## src/rtl/map_mover.sv

```systemverilog
// map_mover: latches level data from the map block, owns both player tiles
// and arbitrates their move requests against walls, map edge and each other.
module map_mover #(
    parameter int COLS = 16,
    parameter int ROWS = 12,
    parameter int CW   = 16
) (
    input  logic                 clk,
    input  logic                 reset,
    input  logic                 new_level,
    input  logic [ROWS*COLS-1:0] mask,
    input  logic [9:0]           p1_init_x,
    input  logic [9:0]           p1_init_y,
    input  logic [9:0]           p2_init_x,
    input  logic [9:0]           p2_init_y,
    input  logic                 p1_req,
    input  logic [1:0]           p1_dir,
    input  logic                 p2_req,
    input  logic [1:0]           p2_dir,
    output logic                 p1_ack,
    output logic                 p1_ok,
    output logic                 p2_ack,
    output logic                 p2_ok,
    output logic [9:0]           p1_x,
    output logic [9:0]           p1_y,
    output logic [9:0]           p2_x,
    output logic [9:0]           p2_y,
    output logic [CW-1:0]        p1_moves,
    output logic [CW-1:0]        p2_moves,
    output logic                 ready
);

    localparam int N  = ROWS * COLS;
    localparam int IW = $clog2(N);
    localparam logic signed [10:0] COLS_S = 11'(COLS);
    localparam logic signed [10:0] ROWS_S = 11'(ROWS);

    typedef enum logic [2:0] {
        S_WAIT,
        S_LOAD,
        S_IDLE,
        S_CHECK,
        S_RESP
    } state_t;

    state_t          state_q, state_d;
    logic [N-1:0]    mask_q, mask_d;
    logic [9:0]      p1x_q, p1x_d, p1y_q, p1y_d;
    logic [9:0]      p2x_q, p2x_d, p2y_q, p2y_d;
    logic [CW-1:0]   p1m_q, p1m_d, p2m_q, p2m_d;
    logic            rr_q, rr_d;
    logic            sel_q, sel_d;
    logic [1:0]      dir_q, dir_d;
    logic            ok_q, ok_d;

    logic [9:0]        cur_x, cur_y, oth_x, oth_y;
    logic signed [10:0] tx, ty;
    logic              in_range, wall, overlap, deny;
    logic [IW-1:0]     bit_idx;

    // Target tile of the player being served (sel_q: 0 = P1, 1 = P2)
    always_comb begin
        cur_x = sel_q ? p2x_q : p1x_q;
        cur_y = sel_q ? p2y_q : p1y_q;
        oth_x = sel_q ? p1x_q : p2x_q;
        oth_y = sel_q ? p1y_q : p2y_q;
        tx = $signed({1'b0, cur_x});
        ty = $signed({1'b0, cur_y});
        unique case (dir_q)
            2'd0: ty = ty - 11'sd1;
            2'd1: ty = ty + 11'sd1;
            2'd2: tx = tx - 11'sd1;
            2'd3: tx = tx + 11'sd1;
        endcase
        in_range = !tx[10] && (tx < COLS_S) && !ty[10] && (ty < ROWS_S);
        bit_idx = IW'(N - 1) - (ty[IW-1:0] * IW'(COLS) + tx[IW-1:0]);
        wall = mask_q[bit_idx];
        overlap = (tx == {1'b0, oth_x}) && (ty == {1'b0, oth_y});
        deny = !in_range || wall || overlap;
    end

    always_comb begin
        state_d = state_q;
        mask_d  = mask_q;
        p1x_d   = p1x_q;
        p1y_d   = p1y_q;
        p2x_d   = p2x_q;
        p2y_d   = p2y_q;
        p1m_d   = p1m_q;
        p2m_d   = p2m_q;
        rr_d    = rr_q;
        sel_d   = sel_q;
        dir_d   = dir_q;
        ok_d    = ok_q;
        unique case (state_q)
            S_WAIT: ;
            S_LOAD: begin
                mask_d  = mask;
                p1x_d   = p1_init_x;
                p1y_d   = p1_init_y;
                p2x_d   = p2_init_x;
                p2y_d   = p2_init_y;
                p1m_d   = '0;
                p2m_d   = '0;
                rr_d    = 1'b0;
                state_d = S_IDLE;
            end
            S_IDLE: begin
                if (!new_level && (p1_req || p2_req)) begin
                    if (p1_req && p2_req) begin
                        sel_d = rr_q;
                        rr_d  = ~rr_q;
                    end else begin
                        sel_d = !p1_req;
                    end
                    dir_d   = sel_d ? p2_dir : p1_dir;
                    state_d = S_CHECK;
                end
            end
            S_CHECK: begin
                ok_d    = !deny;
                state_d = S_RESP;
                // A level reload in this cycle aborts the move entirely
                if (!deny && !new_level) begin
                    if (sel_q) begin
                        p2x_d = tx[9:0];
                        p2y_d = ty[9:0];
                        p2m_d = (&p2m_q) ? p2m_q : p2m_q + 1'b1;
                    end else begin
                        p1x_d = tx[9:0];
                        p1y_d = ty[9:0];
                        p1m_d = (&p1m_q) ? p1m_q : p1m_q + 1'b1;
                    end
                end
            end
            S_RESP: state_d = S_IDLE;
            default: state_d = S_WAIT;
        endcase
        if (new_level) begin
            state_d = S_LOAD;
        end
    end

    always_ff @(posedge clk or posedge reset) begin
        if (reset) begin
            state_q <= S_WAIT;
            mask_q  <= '1;
            p1x_q   <= '0;
            p1y_q   <= '0;
            p2x_q   <= '0;
            p2y_q   <= '0;
            p1m_q   <= '0;
            p2m_q   <= '0;
            rr_q    <= 1'b0;
            sel_q   <= 1'b0;
            dir_q   <= '0;
            ok_q    <= 1'b0;
        end else begin
            state_q <= state_d;
            mask_q  <= mask_d;
            p1x_q   <= p1x_d;
            p1y_q   <= p1y_d;
            p2x_q   <= p2x_d;
            p2y_q   <= p2y_d;
            p1m_q   <= p1m_d;
            p2m_q   <= p2m_d;
            rr_q    <= rr_d;
            sel_q   <= sel_d;
            dir_q   <= dir_d;
            ok_q    <= ok_d;
        end
    end

    assign p1_ack   = (state_q == S_RESP) && !sel_q;
    assign p2_ack   = (state_q == S_RESP) && sel_q;
    assign p1_ok    = p1_ack && ok_q;
    assign p2_ok    = p2_ack && ok_q;
    assign p1_x     = p1x_q;
    assign p1_y     = p1y_q;
    assign p2_x     = p2x_q;
    assign p2_y     = p2y_q;
    assign p1_moves = p1m_q;
    assign p2_moves = p2m_q;
    assign ready    = (state_q == S_IDLE);

endmodule

```

## config.mk

```make
export PLATFORM = sky130hd
export DESIGN_NAME = map_mover
export DESIGN_NICKNAME = d
export VERILOG_FILES = /design/src/rtl/map_mover.sv
export SDC_FILE = /design/constraint.sdc
export NUM_CORES = 1
export LEC_CHECK = 0
export ABC_AREA = 1
export BUFFER_PORTS_ARGS = -buffer_cell sky130_fd_sc_hd__buf_2
export CAP_MARGIN = 20
export CORE_MARGIN = 3
export CORE_UTILIZATION = 30
export DETAILED_ROUTE_END_ITERATION = 12
export HOLD_SLACK_MARGIN = 0.1
export SYNTH_ARGS = -nofsm -noshare
export SYNTH_HDL_FRONTEND = slang
export SYNTH_SLANG_ARGS = --single-unit
```

## constraint.sdc

```tcl
create_clock -name clk -period 17.7 [get_ports clk]
set_input_delay 1.77 -clock clk [delete_from_list [all_inputs] [get_ports clk]]
set_output_delay 1.77 -clock clk [all_outputs]
set_load 0.01 [all_outputs]
```

Yosys cells after proc, flatten, opt, wreduce, memory -nomap -nowiden:

Index checks and enable logic that the tools add are counted.

* bits in registers: 272
* input bits: 241
* logic and storage cells: 115

* reductions and logical operators: 35
* equality and inequality tests: 18
* add/sub/neg operators: 8
* multiplexer cells: 38
* bitwise gates (word level): 1
* $lt $le $gt $ge: 3

Operators with widths (number)
* $mux 10: 12
* $mux 16: 6
* $pmux 10 s2: 4
* $pmux 16 s2: 2
* $pmux 11 s2: 2
* $add 16x1->16 const B: 2
* $reduce_and 16->1: 2
* $add 10x1->11 const B: 2
* $eq 11x10->1: 2
* $sub 10x1->11 const B: 2
* $ne 2x2->1 const B: 6
* $pmux 3 s4: 1
* $logic_and 1x1->1: 11
* $lt 11x5->1 const B: 1
* $lt 11x6->1 const B: 1
* $lt 8x9->1 const B: 1
* $reduce_and 3->1: 3
* $add 8x8->8: 1
* $bmux 1 s8: 1
* $reduce_and 4->1: 2
* $sub 8x8->8 const A: 1
* $logic_not 1->1: 7
* $eq 3x2->1 const B: 2
* $mux 1: 6
* other kinds (16): 23

Depth between registers and ports, before layout:

* word-level depth: 14
* mapped depth: 37
* mapped depth without buffers: 34

Worst setup path after synthesis:

Ideal clock, no wire load.

* path type: register to register
* start: reg dir_q[1]
* end: reg p2m_q[5], in the netlist p2_moves[5]
* stages on the path, launching flop included: 38
* setup time: 0.117 ns
* slack: 13.070 ns
* arrival time: 4.513 ns
* period minus slack after synthesis: 4.630 ns
* cell sequence: dfrtp_1 -> buf_2 -> buf_2 -> buf_2 -> nand2_1 -> inv_1 -> fa_1 -> inv_1 -> nand3_1 -> nand2_1 -> nand2_1 -> nand2_1 -> nand2_1 -> nand2_1 -> inv_1 -> ha_1 -> ha_1 -> buf_2 -> [... 2 more ...] -> o21ai_0 -> inv_1 -> nand2_1 -> nand2_1 -> nand2_1 -> nand2_1 -> inv_1 -> nand2_1 -> nor2_1 -> nor2_1 -> nand2_1 -> nor2_4 -> nand3_2 -> nand2_2 -> nand2_2 -> buf_4 -> nand2_1 -> nand2_1

* word-level cells in the longest chain between the ends: 13
* elaborated cells between the ends (all ways): 27
* those cells by class: add/sub: 2; order compare: 2; eq/ne: 6; mux: 4; reduce/logical: 13

RTL lines
* start: declaration: line 53 `logic [1:0] dir_q, dir_d;`
* start signal: assignment: line 169 `dir_q <= dir_d;`
* parallel branches: the longest is 8 deep, another holds $add 8x8->8
* $logic_or 1x1->1 (*): line 79 `deny = !in_range || wall || overlap;`
* $logic_not 1->1 (*): line 124 `if (!deny && !new_level) begin`
* $logic_and 1x1->1 (*): line 124
* $ne 2x2->1 (no line) (*)
* $reduce_and 4->1 (no line) (*)
* end signal: assignment: line 166 `p2m_q <= p2m_d;`
* end: declaration: line 50 `logic [CW-1:0] p1m_q, p1m_d, p2m_q, p2m_d;`

Every way passes the cells marked *. The select of a mux whose other input is x is not followed.
A chain may end at the register's enable or synchronous reset.

Worst setup path after layout:

* start: reg sel_q
* end: reg p2x_q[4], in the netlist p2_x[4]

* word-level cells in the longest chain between the ends: 14
* elaborated cells between the ends (all ways): 35
* those cells by class: add/sub: 6; order compare: 2; eq/ne: 4; mux: 11; reduce/logical: 12

RTL lines
* start: declaration: line 52 `logic sel_q, sel_d;`
* start signal: assignment: line 168 `sel_q <= sel_d;`
* parallel branches: the longest is 14 deep, another holds $add 10x1->11
* end signal: assignment: line 163 `p2x_q <= p2x_d;`
* end: declaration: line 49 `logic [9:0] p2x_q, p2x_d, p2y_q, p2y_d;`

Parallel ways; which one is timed is not known. The select of a mux whose other input is x is not followed.

==> report_table.html <==
<table>
<tr><th>Metric</th><th>Value</th></tr>
<tr><th colspan="2">Timing</th></tr>
<tr><td>Shortest clock period the worst path allows after layout</td><td>between 6 and 7 ns</td></tr>
<tr><td>Sum of negative setup slack</td><td>0 ns</td></tr>
<tr><td>Maximum frequency from static timing analysis</td><td>about 160 MHz</td></tr>
<tr><td>Slew at the pin closest to its max-slew limit</td><td>1.30 ns</td></tr>
<tr><td>Worst Clk Skew</td><td>0.0361 ns</td></tr>
<tr><td>Final clock period utilization by the worst path</td><td>35.6%</td></tr>
<tr><td>Final Hold Viols</td><td>0</td></tr>
<tr><td>Max-slew violation total from the final report</td><td>0</td></tr>
<tr><td>Slew Limit Headroom</td><td>around 13%</td></tr>
<tr><td>RSZ-0062 raised after global routing</td><td>false</td></tr>
<tr><td>Final setup viols</td><td>0</td></tr>
<tr><th colspan="2">Yosys</th></tr>
<tr><td>Post-synthesis net count</td><td>2728</td></tr>
<tr><td>Fraction of synthesis flops using an asynchronous set or reset pin</td><td>100%</td></tr>
<tr><td>Area share of the largest cell type after synthesis</td><td>30.4%</td></tr>
<tr><td>Total of warnings raised by yosys</td><td>0</td></tr>
<tr><td>Main flop type after synthesis</td><td>dfstp_2</td></tr>
<tr><td>Top cell types by occurrence after synthesis</td><td>1223 x nand2_1, 195 x nand3_1, 192 x dfstp_2, 186 x inv_1, 142 x o21ai_0</td></tr>
<tr><td>Cell types occupying the most area after synthesis</td><td>dfstp_2 30%, nand2_1 28%, dfrtp_1 12%</td></tr>
<tr><td>Synthesized cell area</td><td>0.0166 mm²</td></tr>
<tr><td>Number of unique standard cell types used by synthesis</td><td>roughly 50</td></tr>
<tr><td>Flip-flop and latch count after synthesis</td><td>between 200 and 300</td></tr>
<tr><td>Post-synthesis cell type with the largest combined area</td><td>dfstp_2</td></tr>
<tr><td>Post-synthesis average cell area</td><td>6.75 µm²</td></tr>
<tr><td>Register area share after synthesis</td><td>42.4%</td></tr>
<tr><td>Post-Synthesis Cells</td><td>2460</td></tr>
<tr><td>Most common cell in the netlist</td><td>nand2_1</td></tr>
<tr><td>Number of enable flip-flop cells after synthesis</td><td>0</td></tr>
<tr><th colspan="2">Critical path</th></tr>
<tr><td>Arrival time at the worst endpoint</td><td>6.71 ns</td></tr>
<tr><td>Worst setup path class</td><td>reg2reg</td></tr>
<tr><td>Crit. End Element</td><td>flip-flop</td></tr>
<tr><td>Critical path buffer and inverter count</td><td>4</td></tr>
<tr><td>Largest incremental delay on the critical path</td><td>0.57 ns</td></tr>
<tr><td>Slack of the worst reg-to-reg path</td><td>roughly 11 ns</td></tr>
<tr><td>Worst flop-to-flop path startpoint</td><td>sel_q</td></tr>
<tr><td>Slowest stage cell on the critical path</td><td>buf_4</td></tr>
<tr><td>Gate family responsible for the most delay along the worst path</td><td>simple AND/OR/NAND/NOR gates</td></tr>
<tr><td>Worst setup path startpoint</td><td>sel_q</td></tr>
<tr><td>Most used cell along the critical path</td><td>nand2_1</td></tr>
<tr><td>Worst endpoint required time</td><td>18.11 ns</td></tr>
<tr><td>Critical-path maximum fanout</td><td>79</td></tr>
<tr><td>CP startpoint kind</td><td>flip-flop</td></tr>
<tr><th colspan="2">Power and ir drop</th></tr>
<tr><td>Leakage power total</td><td>10.5 nW</td></tr>
<tr><td>Combinational cell fraction of total power</td><td>50.5%</td></tr>
<tr><td>Seq pwr share</td><td>26.9%</td></tr>
<tr><td>Internal power summed over all cells</td><td>between 1.5 and 2 mW</td></tr>
<tr><td>Clock network power share</td><td>22.6%</td></tr>
<tr><td>Switch Pwr</td><td>1.47 mW</td></tr>
<tr><td>Total power per unit cell area</td><td>160 mW/mm²</td></tr>
<tr><td>Maximum vdd ir drop</td><td>0.0852 mV</td></tr>
<tr><td>Switching share of power</td><td>46.5%</td></tr>
<tr><th colspan="2">Clock network</th></tr>
<tr><td>Maximum level of the CTS H-tree</td><td>2</td></tr>
<tr><td>Hold buffers post-CTS</td><td>0</td></tr>
<tr><td>Source-to-sink clock delay at the later pin of the worst-skew pair</td><td>0.55 ns</td></tr>
<tr><td>Number of instances resized during post-cts repair</td><td>0</td></tr>
<tr><td>TritonCTS buffer count</td><td>34</td></tr>
<tr><td>CTS tree</td><td>built</td></tr>
<tr><td>Clock net sink count</td><td>272</td></tr>
<tr><td>Buffer cell driving the clock tree root</td><td>clkbuf_16</td></tr>
<tr><td>Deepest clock path buffer count</td><td>3</td></tr>
<tr><td>Clock transition time at the flip-flop clock pins of the worst setup and hold paths</td><td>~0.06 ns</td></tr>
<tr><td>Buffers inserted during post-CTS setup optimization</td><td>0</td></tr>
<tr><th colspan="2">Final layout</th></tr>
<tr><td>Final-stage net count</td><td>2973</td></tr>
<tr><td>Fill cell count</td><td>5899</td></tr>
<tr><td>Area Overhead vs Synth</td><td>19.5%</td></tr>
<tr><td>Fraction of final layout cells with drive strength greater than 1</td><td>around 23%</td></tr>
<tr><td>Post-Layout Cell Count</td><td>around 3500</td></tr>
<tr><td>Multi-input gate area in the final layout</td><td>0.00824 mm²</td></tr>
<tr><td>Sequential cell area in the final layout</td><td>0.00705 mm²</td></tr>
<tr><td>Final instance area</td><td>between 0.015 and 0.02 mm²</td></tr>
<tr><th colspan="2">Placed design</th></tr>
<tr><td>Estimated wirelength of the detail-placed design</td><td>40.0 mm</td></tr>
<tr><td>Number of placed instances with taps included</td><td>3407</td></tr>
<tr><td>Total placed instance area</td><td>approximately 0.019 mm²</td></tr>
<tr><td>Count of buffers inserted at the top-level ports</td><td>317</td></tr>
<tr><td>Routability cong.</td><td>just under 0.9</td></tr>
<tr><th colspan="2">Detailed routing</th></tr>
<tr><td>First-pass DRT Iterations</td><td>5</td></tr>
<tr><td>Count of vias placed by the detailed router</td><td>~16000</td></tr>
<tr><td>Initial DRC count</td><td>approximately 950</td></tr>
<tr><td>Routed Antenna Nets</td><td>0</td></tr>
<tr><td>Wire length reported by the detailed router</td><td>56.3 mm</td></tr>
<tr><td>Wire length per cell</td><td>between 15 and 20 µm</td></tr>
<tr><td>Vias per std cell</td><td>4.65</td></tr>
<tr><td>DRC</td><td>0</td></tr>
<tr><th colspan="2">Global routing</th></tr>
<tr><td>Number of antenna violations at the first check in global routing</td><td>2</td></tr>
<tr><td>GR met3 Demand/Resource</td><td>about 2.6%</td></tr>
<tr><td>Largest net degree at the start of global routing</td><td>between 200 and 300</td></tr>
<tr><td>First-pass GRT wire length</td><td>~87 mm</td></tr>
<tr><td>Most used routing layer</td><td>met2</td></tr>
<tr><td>Via count of the first global-routing pass</td><td>~15000</td></tr>
<tr><td>Global route total overflow</td><td>0</td></tr>
<tr><td>Met2 track demand over resource</td><td>around a third</td></tr>
<tr><td>Met1 demand-to-capacity share in global routing</td><td>25.6%</td></tr>
<tr><td>Total track usage</td><td>19.0%</td></tr>
<tr><th colspan="2">Floorplanning</th></tr>
<tr><td>Boundary Pins</td><td>between 300 and 400</td></tr>
<tr><td>Die footprint</td><td>0.0582 mm²</td></tr>
<tr><td>FP Rows</td><td>85</td></tr>
<tr><td>Width of the die</td><td>241 µm</td></tr>
<tr><td>Initial standard-cell utilization of the core</td><td>30.6%</td></tr>
<tr><td>Vert. Die Dim</td><td>241 µm</td></tr>
<tr><td>Placeable core area</td><td>0.0543 mm²</td></tr>
<tr><th colspan="2">Flow run</th></tr>
<tr><td>Number of violations of the max-capacitance limit</td><td>0</td></tr>
<tr><th colspan="2">Hold path</th></tr>
<tr><td>Hold Path Class</td><td>reg2reg</td></tr>
<tr><td>Startpoint of the tightest hold check path</td><td>mask_q[55]</td></tr>
<tr><th colspan="2">Status</th></tr>
<tr><td>Result of the run</td><td>complete, no violations</td></tr>
</table>
path summary, 6_finish.rpt:
check	to	depth (start not counted)
setup / recovery	p2_x[4]	26
min in group asynchronous	dir_q[1]	2
hold reg to reg	mask_q[55]	2
max in group asynchronous	mask_q[15]	3
setup reg to reg	p2_x[4]	26
hold / removal	mask_q[55]	2
cell families after synthesis:
| group | after synthesis | share of synthesized area (%) |
|---|---|---|
| and+or+nand+nor | 1598 | 39.1 |
| xor gates and xnor gates | 8 | 0.422 |
| buffers and inverters | 318 | 8.10 |
| adders and majority gates | 27 | 2.12 |
| muxes | 1 | 0.0603 |
| DFF | 272 | 42.4 |
| AOI/OAI and AO/OA | 236 | 7.72 |
placed cells by master, fill, tap and decap left out, types with 3 or more instances in the layout:
cell,count
nand2_1,1222
buf_2,317
nand3_1,195
dfstp_2,192
inv_1,184
o21ai_0,142
nor2_1,92
dfrtp_1,79
clkbuf_16,36
a21oi_1,35
nand4_1,30
ha_1,25
o211ai_1,23
o21ai_1,20
buf_4,15
or2_2,12
nor3_1,11
nand2_2,10
clkbuf_1,8
xor2_1,6
clkbuf_8,6
nand2_4,5
nand3b_1,5
inv_2,4
nor3b_1,4
nor2_4,3
nand3_2,3
clkinv_2,3
flip-flops by register name, summed over array words and instances (netlist names):
name / flops
mask_q: 192
p1_x: 10
p1_moves: 16
p2_moves: 16
dir_q: 2
p2_y: 10
sel_q: 1
state_q: 3
p2_x: 10
ok_q: 1
p1_y: 10
rr_q: 1
metrics by stage:
| stage | worst slack, ns | total power [mW] | hold WS [ns] | utilization [%] |
|---|---|---|---|---|
| floorplan | 8.75 | 1.99 | 0.442 | - |
| global placement | 11.37 | 2.47 | 0.451 | 34.4 |
| detailed placement | 11.38 | 2.47 | 0.451 | 34.4 |
| CTS | 11.34 | 3.21 | 0.461 | 36.5 |
| global route | 10.84 | 3.46 | 0.473 | 36.5 |
| finish | 11.40 | 3.17 | 0.458 | 36.5 |
layer usage:
metal	routed length, µm	vias up
li1	-	8241
met1	25600	7477
met2	26700	337
met3	2040	96
met4	2010	0
met5	0	-
power groups by stage:
stage / clock network [mW] / registers, mW / logic (mW)
2_1_floorplan: 0 / 0.842 / 1.15
3_3_place_gp: 0 / 0.860 / 1.61
3_5_place_dp: 0 / 0.861 / 1.61
4_1_cts: 0.738 / 0.853 / 1.62
5_1_grt: 0.762 / 0.864 / 1.83
6_report: 0.717 / 0.852 / 1.60
tightest hold or removal path: stages, from the launching register on:
cell     delay [ns]
dfstp_2        0.37
nand2_1        0.05
nand2_1        0.04
layout make-up:
cell class	count	area share (%)
well taps	739	4.66
multi-input cells	1870	41.5
clock inverters	10	0.656
flip-flops and latches	272	35.5
diodes	2	0.0252
inverters	193	3.71
clock buffers	50	5.11
repair buffers	334	8.80
Note: power is estimated with default switching activity, not from simulation.
